<file path="src/rtl/reset_seq_pkg.sv">
// Shared state encoding and default timing for the reset release sequencer.
// Top level and testbench both take their defaults from here.
package reset_seq_pkg;

    typedef enum logic [1:0] {
        ST_ASSERT = 2'd0,
        ST_HOLD   = 2'd1,
        ST_STALL  = 2'd2,
        ST_RUN    = 2'd3
    } seq_state_e;

    localparam int DEF_SYNC_STAGES  = 2;
    localparam int DEF_MIN_ASSERT   = 10;
    localparam int DEF_HOLD_CYCLES  = 16;
    localparam int DEF_STALL_CYCLES = 8;
    localparam int DEF_CNT_W        = 8;

endpackage

</file>
<file path="src/rtl/sync_chain.sv">
// Plain flop-chain synchroniser for a single asynchronous bit.
// Reset value is a parameter so reset-type inputs can come up asserted.
module sync_chain #(
    parameter int   STAGES  = 2,
    parameter logic RST_VAL = 1'b1
) (
    input  logic clk_i,
    input  logic rst_ni,
    input  logic d_i,
    output logic q_o
);

    logic [STAGES-1:0] sync_q;

    always_ff @(posedge clk_i) begin
        if (!rst_ni) begin
            sync_q <= {STAGES{RST_VAL}};
        end else begin
            sync_q <= {sync_q[STAGES-2:0], d_i};
        end
    end

    assign q_o = sync_q[STAGES-1];

endmodule

</file>
<file path="src/rtl/reset_release_sequencer.sv">
// Qualifies the board reset request and releases the core in order:
// CoreBReset low after a hold window, then RunStall low and Ready high.
module reset_release_sequencer
    import reset_seq_pkg::*;
#(
    parameter int SYNC_STAGES  = DEF_SYNC_STAGES,
    parameter int MIN_ASSERT   = DEF_MIN_ASSERT,
    parameter int HOLD_CYCLES  = DEF_HOLD_CYCLES,
    parameter int STALL_CYCLES = DEF_STALL_CYCLES,
    parameter int CNT_W        = DEF_CNT_W
) (
    input  logic             CLK,
    input  logic             BResetN,
    input  logic             BResetIn,
    input  logic             ClearErr,
    output logic             CoreBReset,
    output logic             RunStall,
    output logic             Ready,
    output logic             ShortPulse,
    output logic [CNT_W-1:0] ResetCount
);

    localparam int ACNT_W = $clog2(MIN_ASSERT + 1);
    localparam int HCNT_W = $clog2(HOLD_CYCLES + 1);
    localparam int SCNT_W = $clog2(STALL_CYCLES + 1);

    localparam logic [ACNT_W-1:0] ACNT_MAX   = ACNT_W'(MIN_ASSERT);
    localparam logic [HCNT_W-1:0] HCNT_LAST  = HCNT_W'(HOLD_CYCLES - 1);
    localparam logic [SCNT_W-1:0] SCNT_LAST  = SCNT_W'(STALL_CYCLES - 1);

    logic rs;

    sync_chain #(
        .STAGES  (SYNC_STAGES),
        .RST_VAL (1'b1)
    ) u_sync (
        .clk_i  (CLK),
        .rst_ni (BResetN),
        .d_i    (BResetIn),
        .q_o    (rs)
    );

    seq_state_e        state_q, state_d;
    logic [ACNT_W-1:0] acnt_q, acnt_d;
    logic [HCNT_W-1:0] hcnt_q, hcnt_d;
    logic [SCNT_W-1:0] scnt_q, scnt_d;
    logic              por_q, por_d;
    logic              sp_q, sp_d;
    logic [CNT_W-1:0]  cnt_q, cnt_d;
    logic              core_q, stall_q, ready_q;

    always_comb begin
        state_d = state_q;
        acnt_d  = acnt_q;
        hcnt_d  = hcnt_q;
        scnt_d  = scnt_q;
        por_d   = por_q;
        cnt_d   = cnt_q;
        // A same-edge short-pulse set below overrides this clear.
        sp_d    = sp_q & ~ClearErr;

        unique case (state_q)
            ST_ASSERT: begin
                if (acnt_q != ACNT_MAX) acnt_d = acnt_q + 1'b1;
                if (!rs) begin
                    state_d = ST_HOLD;
                    hcnt_d  = '0;
                    if (!por_q) begin
                        if (acnt_q < ACNT_MAX) sp_d = 1'b1;
                        if (cnt_q != '1) cnt_d = cnt_q + 1'b1;
                    end
                    por_d = 1'b0;
                end
            end
            ST_HOLD: begin
                if (rs) begin
                    state_d = ST_ASSERT;
                    acnt_d  = '0;
                end else if (hcnt_q == HCNT_LAST) begin
                    state_d = ST_STALL;
                    scnt_d  = '0;
                end else begin
                    hcnt_d = hcnt_q + 1'b1;
                end
            end
            ST_STALL: begin
                if (rs) begin
                    state_d = ST_ASSERT;
                    acnt_d  = '0;
                end else if (scnt_q == SCNT_LAST) begin
                    state_d = ST_RUN;
                end else begin
                    scnt_d = scnt_q + 1'b1;
                end
            end
            ST_RUN: begin
                if (rs) begin
                    state_d = ST_ASSERT;
                    acnt_d  = '0;
                end
            end
            default: state_d = ST_ASSERT;
        endcase
    end

    always_ff @(posedge CLK) begin
        if (!BResetN) begin
            state_q <= ST_ASSERT;
            acnt_q  <= '0;
            hcnt_q  <= '0;
            scnt_q  <= '0;
            por_q   <= 1'b1;
            sp_q    <= 1'b0;
            cnt_q   <= '0;
            core_q  <= 1'b1;
            stall_q <= 1'b1;
            ready_q <= 1'b0;
        end else begin
            state_q <= state_d;
            acnt_q  <= acnt_d;
            hcnt_q  <= hcnt_d;
            scnt_q  <= scnt_d;
            por_q   <= por_d;
            sp_q    <= sp_d;
            cnt_q   <= cnt_d;
            // Outputs follow the next state so they move on the same edge.
            core_q  <= (state_d == ST_ASSERT) || (state_d == ST_HOLD);
            stall_q <= (state_d != ST_RUN);
            ready_q <= (state_d == ST_RUN);
        end
    end

    assign CoreBReset = core_q;
    assign RunStall   = stall_q;
    assign Ready      = ready_q;
    assign ShortPulse = sp_q;
    assign ResetCount = cnt_q;

endmodule

</file>
<file path="config.mk">
export PLATFORM = sky130hd
export DESIGN_NAME = reset_release_sequencer
export DESIGN_NICKNAME = d
export VERILOG_FILES = /design/src/rtl/reset_seq_pkg.sv /design/src/rtl/sync_chain.sv /design/src/rtl/reset_release_sequencer.sv
export SDC_FILE = /design/constraint.sdc
export NUM_CORES = 1
export LEC_CHECK = 0
export ABC_CLOCK_PERIOD_IN_PS = 3590
export CORE_UTILIZATION = 50
export DETAILED_ROUTE_END_ITERATION = 8
export PLACE_DENSITY = 0.72
export SLEW_MARGIN = 20
export SYNTH_ARGS = -nofsm -noshare
export SYNTH_HDL_FRONTEND = slang
export SYNTH_SLANG_ARGS = --single-unit
</file>
<file path="constraint.sdc">
create_clock -name CLK -period 3.59 [get_ports CLK]
set_input_delay 1.077 -clock CLK [delete_from_list [all_inputs] [get_ports CLK]]
set_output_delay 1.077 -clock CLK [all_outputs]
set_load 0.01 [all_outputs]
</file>
---- Yosys cells after proc, flatten, opt, wreduce, memory -nomap -nowiden ----
Cells that the tools add are included.
word-level totals
  output and inout port bits .............. 12
  logic and storage cells ................. 72
  flip-flop bits (word level) ............. 30
  input port bits ......................... 4
cells by class
  eq/ne operators ......................... 18
  reductions and logical operators ........ 11
  order comparisons ....................... 1
  bitwise operators ....................... 4
  add/subtract/negate cells ............... 4
  muxes and demuxes ....................... 23
operators by type and width
  kind                   number
  $mux W4                6
  $ne A2 B2 Y1 const B   8
  $pmux W4 S2            2
  $mux W5                3
  $mux W2                6
  $pmux W5 S2            1
  $add A4 B1 Y4 const B  2
  $add A8 B1 Y8 const B  1
  $ne A8 B8 Y1 const B   1
  $pmux W2 S4            1
  $reduce_and A4 Y1      2
  $eq A2 B2 Y1 const B   3
  $add A5 B1 Y5 const B  1
  $eq A5 B4 Y1 const B   1
  $reduce_and A5 Y1      1
  $eq A2 B1 Y1 const B   2
  $eq A4 B3 Y1 const B   1
  $logic_not A2 Y1       2
  $lt A4 B4 Y1 const B   1
  $mux W1                4
  $ne A4 B4 Y1 const B   1
  $reduce_and A2 Y1      2
  $reduce_bool A2 Y1     2
  $not A1 Y1             3
  4 further kinds        4

---- Longest topological paths before layout ----
  depth after elaboration ................. 6
  gate-level depth with buffers ........... 7
  mapped depth without buffers ............ 7

---- Hierarchy ----
Synthesis repeated with hierarchy kept, for this count alone.
second synthesis, totals
  cells, all modules ...................... 162
  area total of the unflattened synthesis .. 1435.1 sq um
by module, submodules not included
  module                   cells each  area an instance (sq um)  instances  sequential area each (sq um)
  reset_release_sequencer  158         1382.6                    1          560.5
  sync_chain               4           52.6                      1          40.0

---- Worst setup path after synthesis ----
OpenSTA, ideal clock, no wires.
  kind .................................... input-to-reg
  start ................................... input port BResetN
  end ..................................... register cnt_q[0], in the netlist ResetCount[0]
  cell stages on the path ................. 5
  library setup time ...................... 0.128 ns
  slack ................................... 1.564 ns
  data arrival time ....................... 1.899 ns
  cells stage by stage .................... buf_2 inv_1 clkbuf_1 clkbuf_1 nor2_1
RTL lines
  item                  RTL line                        source
  from (decl)           reset_release_sequencer.sv:13   input logic BResetN,
  to (signal assigned)  reset_release_sequencer.sv:125  cnt_q <= cnt_d;
  to (decl)             reset_release_sequencer.sv:49   logic [CNT_W-1:0] cnt_q, cnt_d;
No word-level cell between the ends.

==> load_flow_metrics.sql <==
INSERT INTO impl_metrics (metric_group, metric, value, unit) VALUES
('outcome', 'run_status', 'finished clean', ''),
('cts', 'clock_tree_from_tritoncts', 'done', ''),
('die', 'design.core.area', '2540', 'um2'),
('yosys', 'seq_area_frac_synth', '43.5', '%'),
('yosys', 'warnings_synthesis', '0', ''),
('yosys', 'syn-cell-area', '1380', 'um2'),
('grt', 'first_global_vias', '1081', ''),
('pwr', 'leakagePower', '0.591', 'nW'),
('timing', 'finalSetupViolations', '0', ''),
('setup_path', 'critical-path-slowest-cell', 'clkdlybuf4s50_1', ''),
('yosys', 'yosys_register_bits', '30', ''),
('hold_path', 'holdCritStartpoint', 'u_sync.sync_q[0]', ''),
('layout', 'utilization', '62.4', '%'),
('yosys', 'syn_avg_cell_area', '8.85', 'um2'),
('placement', 'place.gp.congestion', '0.759', ''),
('timing', 'count_of_pins_over_their_slew_limit', '0', ''),
('detailed_routing', 'wl_per_cell', '13.3', 'um'),
('grt', 'grt_max_degree', '21', ''),
('yosys', 'synth.cells.most_frequent', '30 x dfxtp_1, 21 x nor2_1, 11 x nor3_1, 10 x nand2_1, 9 x a21oi_1', ''),
('cts', 'cts_buffers', '5', ''),
('yosys', 'dominant_combinational_cell_family_by_area_after_synthesis', 'simple AND/OR/NAND/NOR gates', ''),
('yosys', 'synth_simple_gate_area_share', '27.0', '%'),
('die', 'dieWidth', '54.5', 'um'),
('pwr', 'ir_worst_vdd', '0.339', 'mV'),
('setup_path', 'timing.critical_path.buf_inv', '2', ''),
('setup_path', 'regToRegSetupSlack', '1.80', 'ns'),
('yosys', 'adder_and_majority_gate_portion_of_the_synthesized_area', '5.44', '%'),
('grt', 'grt_antenna_before_repair', '0', ''),
('setup_path', 'worstSetupStartpoint', 'BResetN', ''),
('setup_path', 'timing.critical_path.max_delay_family', 'buffers and inverters', ''),
('die', 'core.rowCount', '18', ''),
('detailed_routing', 'routed_wirelength', '2660', 'um'),
('setup_path', 'crit-reg2reg-capture', 'hcnt_q[4]', ''),
('layout', 'fillerInstances', '236', ''),
('placement', 'place.detailed.hpwl', '1890', 'um'),
('setup_path', 'worstSetupStartpointType', 'input pin', ''),
('setup_path', 'path_class', 'in -> reg', ''),
('hold_path', 'timing.hold.worst_endpoint', 'u_sync.sync_q[1]', ''),
('setup_path', 'worstPathMaxFanout', '20', ''),
('layout', 'nNetsFinal', '181', ''),
('layout', 'multi_input_area', '726', 'um2'),
('pwr', 'cellPowerDensity', '357', 'nW/um2'),
('timing', 'finalCriticalPeriod', '2.46', 'ns'),
('placement', 'port_buffers', '15', ''),
('timing', 'hold_violations', '0', ''),
('timing', 'timing.clock.skew', '0.0108', 'ns'),
('setup_path', 'worstSetupEndpointType', 'flop', ''),
('setup_path', 'worstPathRequired', '3.85', 'ns'),
('cts', 'cts-htree-levels', '2', ''),
('yosys', 'largest_area_contributor_in_the_netlist', 'dfxtp_1', ''),
('grt', 'global_route.usage.total', '22.4', '%'),
('yosys', 'share_of_the_synthesized_area_in_compound_gates_ao_oa_aoi_oai', '13.4', '%'),
('detailed_routing', 'detail-route-antenna-nets', '0', ''),
('yosys', 'yosysTopAreaCellShare', '43.5', '%'),
('setup_path', 'worst_r2r_startpoint', 'hcnt_q[0]', ''),
('job', 'timing.max_cap.violations', '0', ''),
('yosys', 'synth_ff_type', 'dfxtp_1', ''),
('yosys', 'ys_types', '39', ''),
('setup_path', 'critPathMaxStageDelay', '0.64', 'ns'),
('die', 'io_pins', '16', ''),
('detailed_routing', 'drtIter0Drc', '16', ''),
('layout', 'area_growth', '15.0', '%'),
('cts', 'cts_hold_repair.buffers', '0', ''),
('timing', 'slew-limit-headroom', '54.2', '%'),
('yosys', 'synth_xor_xnor_area_share', '4.44', '%'),
('die', 'floorplan.die.height', '54.5', 'um'),
('setup_path', 'timing.critical_path.arrival', '2.72', 'ns'),
('setup_path', 'critical_path_cell_sequence', 'clkdlybuf4s50_1 -> inv_1 -> or4_1 -> o21ai_0', ''),
('timing', 'tightest_slew', '0.686', 'ns'),
('grt', 'overflow_left_after_global_routing', '0', ''),
('grt', 'grt_pass1_wl', '4540', 'um');
-- power breakdown --
group          switching [mW]  internal, mW
logic                  0.0129        0.0119
clock network           0.108        0.0881
registers             0.00800         0.338
total                   0.129         0.438
-- cells by family after synthesis --
family                     after synthesis
and+or+nand+nor                         69
DFF                                     30
AOI/OAI and AO/OA                       28
buffers and inverters                   13
xor gates and xnor gates                 7
adders and majority gates                6
muxes                                    3
-- per-layer routing --
metal / up-vias / track usage, % / wire length [um]
met4: 0 / 7.69 / 41
li1: 581 / - / -
met2: 11 / 36.2 / 1210
met3: 6 / 9.44 / 100
met1: 525 / 26.5 / 1320
met5: - / 0 / 0
-- worst register-to-register path, cell delays in order (launching register included) --
cell     delay [ns]
dfxtp_1        0.35
ha_1           0.21
and3_1         0.19
ha_1           0.25
a211o_1        0.37
nor3_1         0.20
a21oi_1        0.07
nor2_1         0.09
-- metrics by stage --
stage          hold slack [ns]  setup slack [ns]  power, mW  cell area, um2  cells
2_1_floorplan            0.386              1.56      0.370            1380    156
3_3_place_gp             0.392             0.825      0.377            1540    194
3_5_place_dp             0.407             0.778      0.379            1540    194
4_1_cts                  0.444              1.12      0.569            1590    200
5_1_grt                  0.473             0.963      0.589            1590    200
6_report                 0.443              1.13      0.567            1590    200
-- state kept, by name (all words and copies together) (netlist names) --
| signal | count |
|---|---|
| ShortPulse | 1 |
| por_q | 1 |
| scnt_q | 4 |
| RunStall | 1 |
| CoreBReset | 1 |
| u_sync.sync_q | 2 |
| ResetCount | 8 |
| state_q | 2 |
| hcnt_q | 5 |
| acnt_q | 4 |
| Ready | 1 |
-- placed cells by master, fill, tap and decap left out, types with 5 or more instances in the layout --
| cell | count |
|---|---|
| a21oi_1 | 9 |
| clkbuf_4 | 5 |
| clkdlybuf4s50_1 | 15 |
| dfxtp_1 | 30 |
| ha_1 | 6 |
| inv_1 | 6 |
| nand2_1 | 10 |
| nand2b_1 | 5 |
| nor2_1 | 21 |
| nor3_1 | 11 |
| o21ai_0 | 5 |
| xor2_1 | 5 |
-- how the worst max path moves through the flow --
stage | cells after the start | endpoint
3_3_place_gp | 4 | ResetCount[7]
5_1_grt | 4 | ResetCount[7]
4_1_cts | 4 | ResetCount[7]
3_5_place_dp | 4 | ResetCount[7]
6_report | 4 | ResetCount[7]
2_1_floorplan | 5 | ResetCount[0]
-- layout make-up --
| class | instances | share of cell area, % |
|---|---|---|
| clock buffers | 6 | 3.23 |
| inverters | 6 | 1.42 |
| multi-input cells | 113 | 45.7 |
| flip-flops and latches | 30 | 37.8 |
| well taps | 30 | 2.36 |
| repair buffers | 15 | 9.46 |
Power figures use the tool's default switching activity.
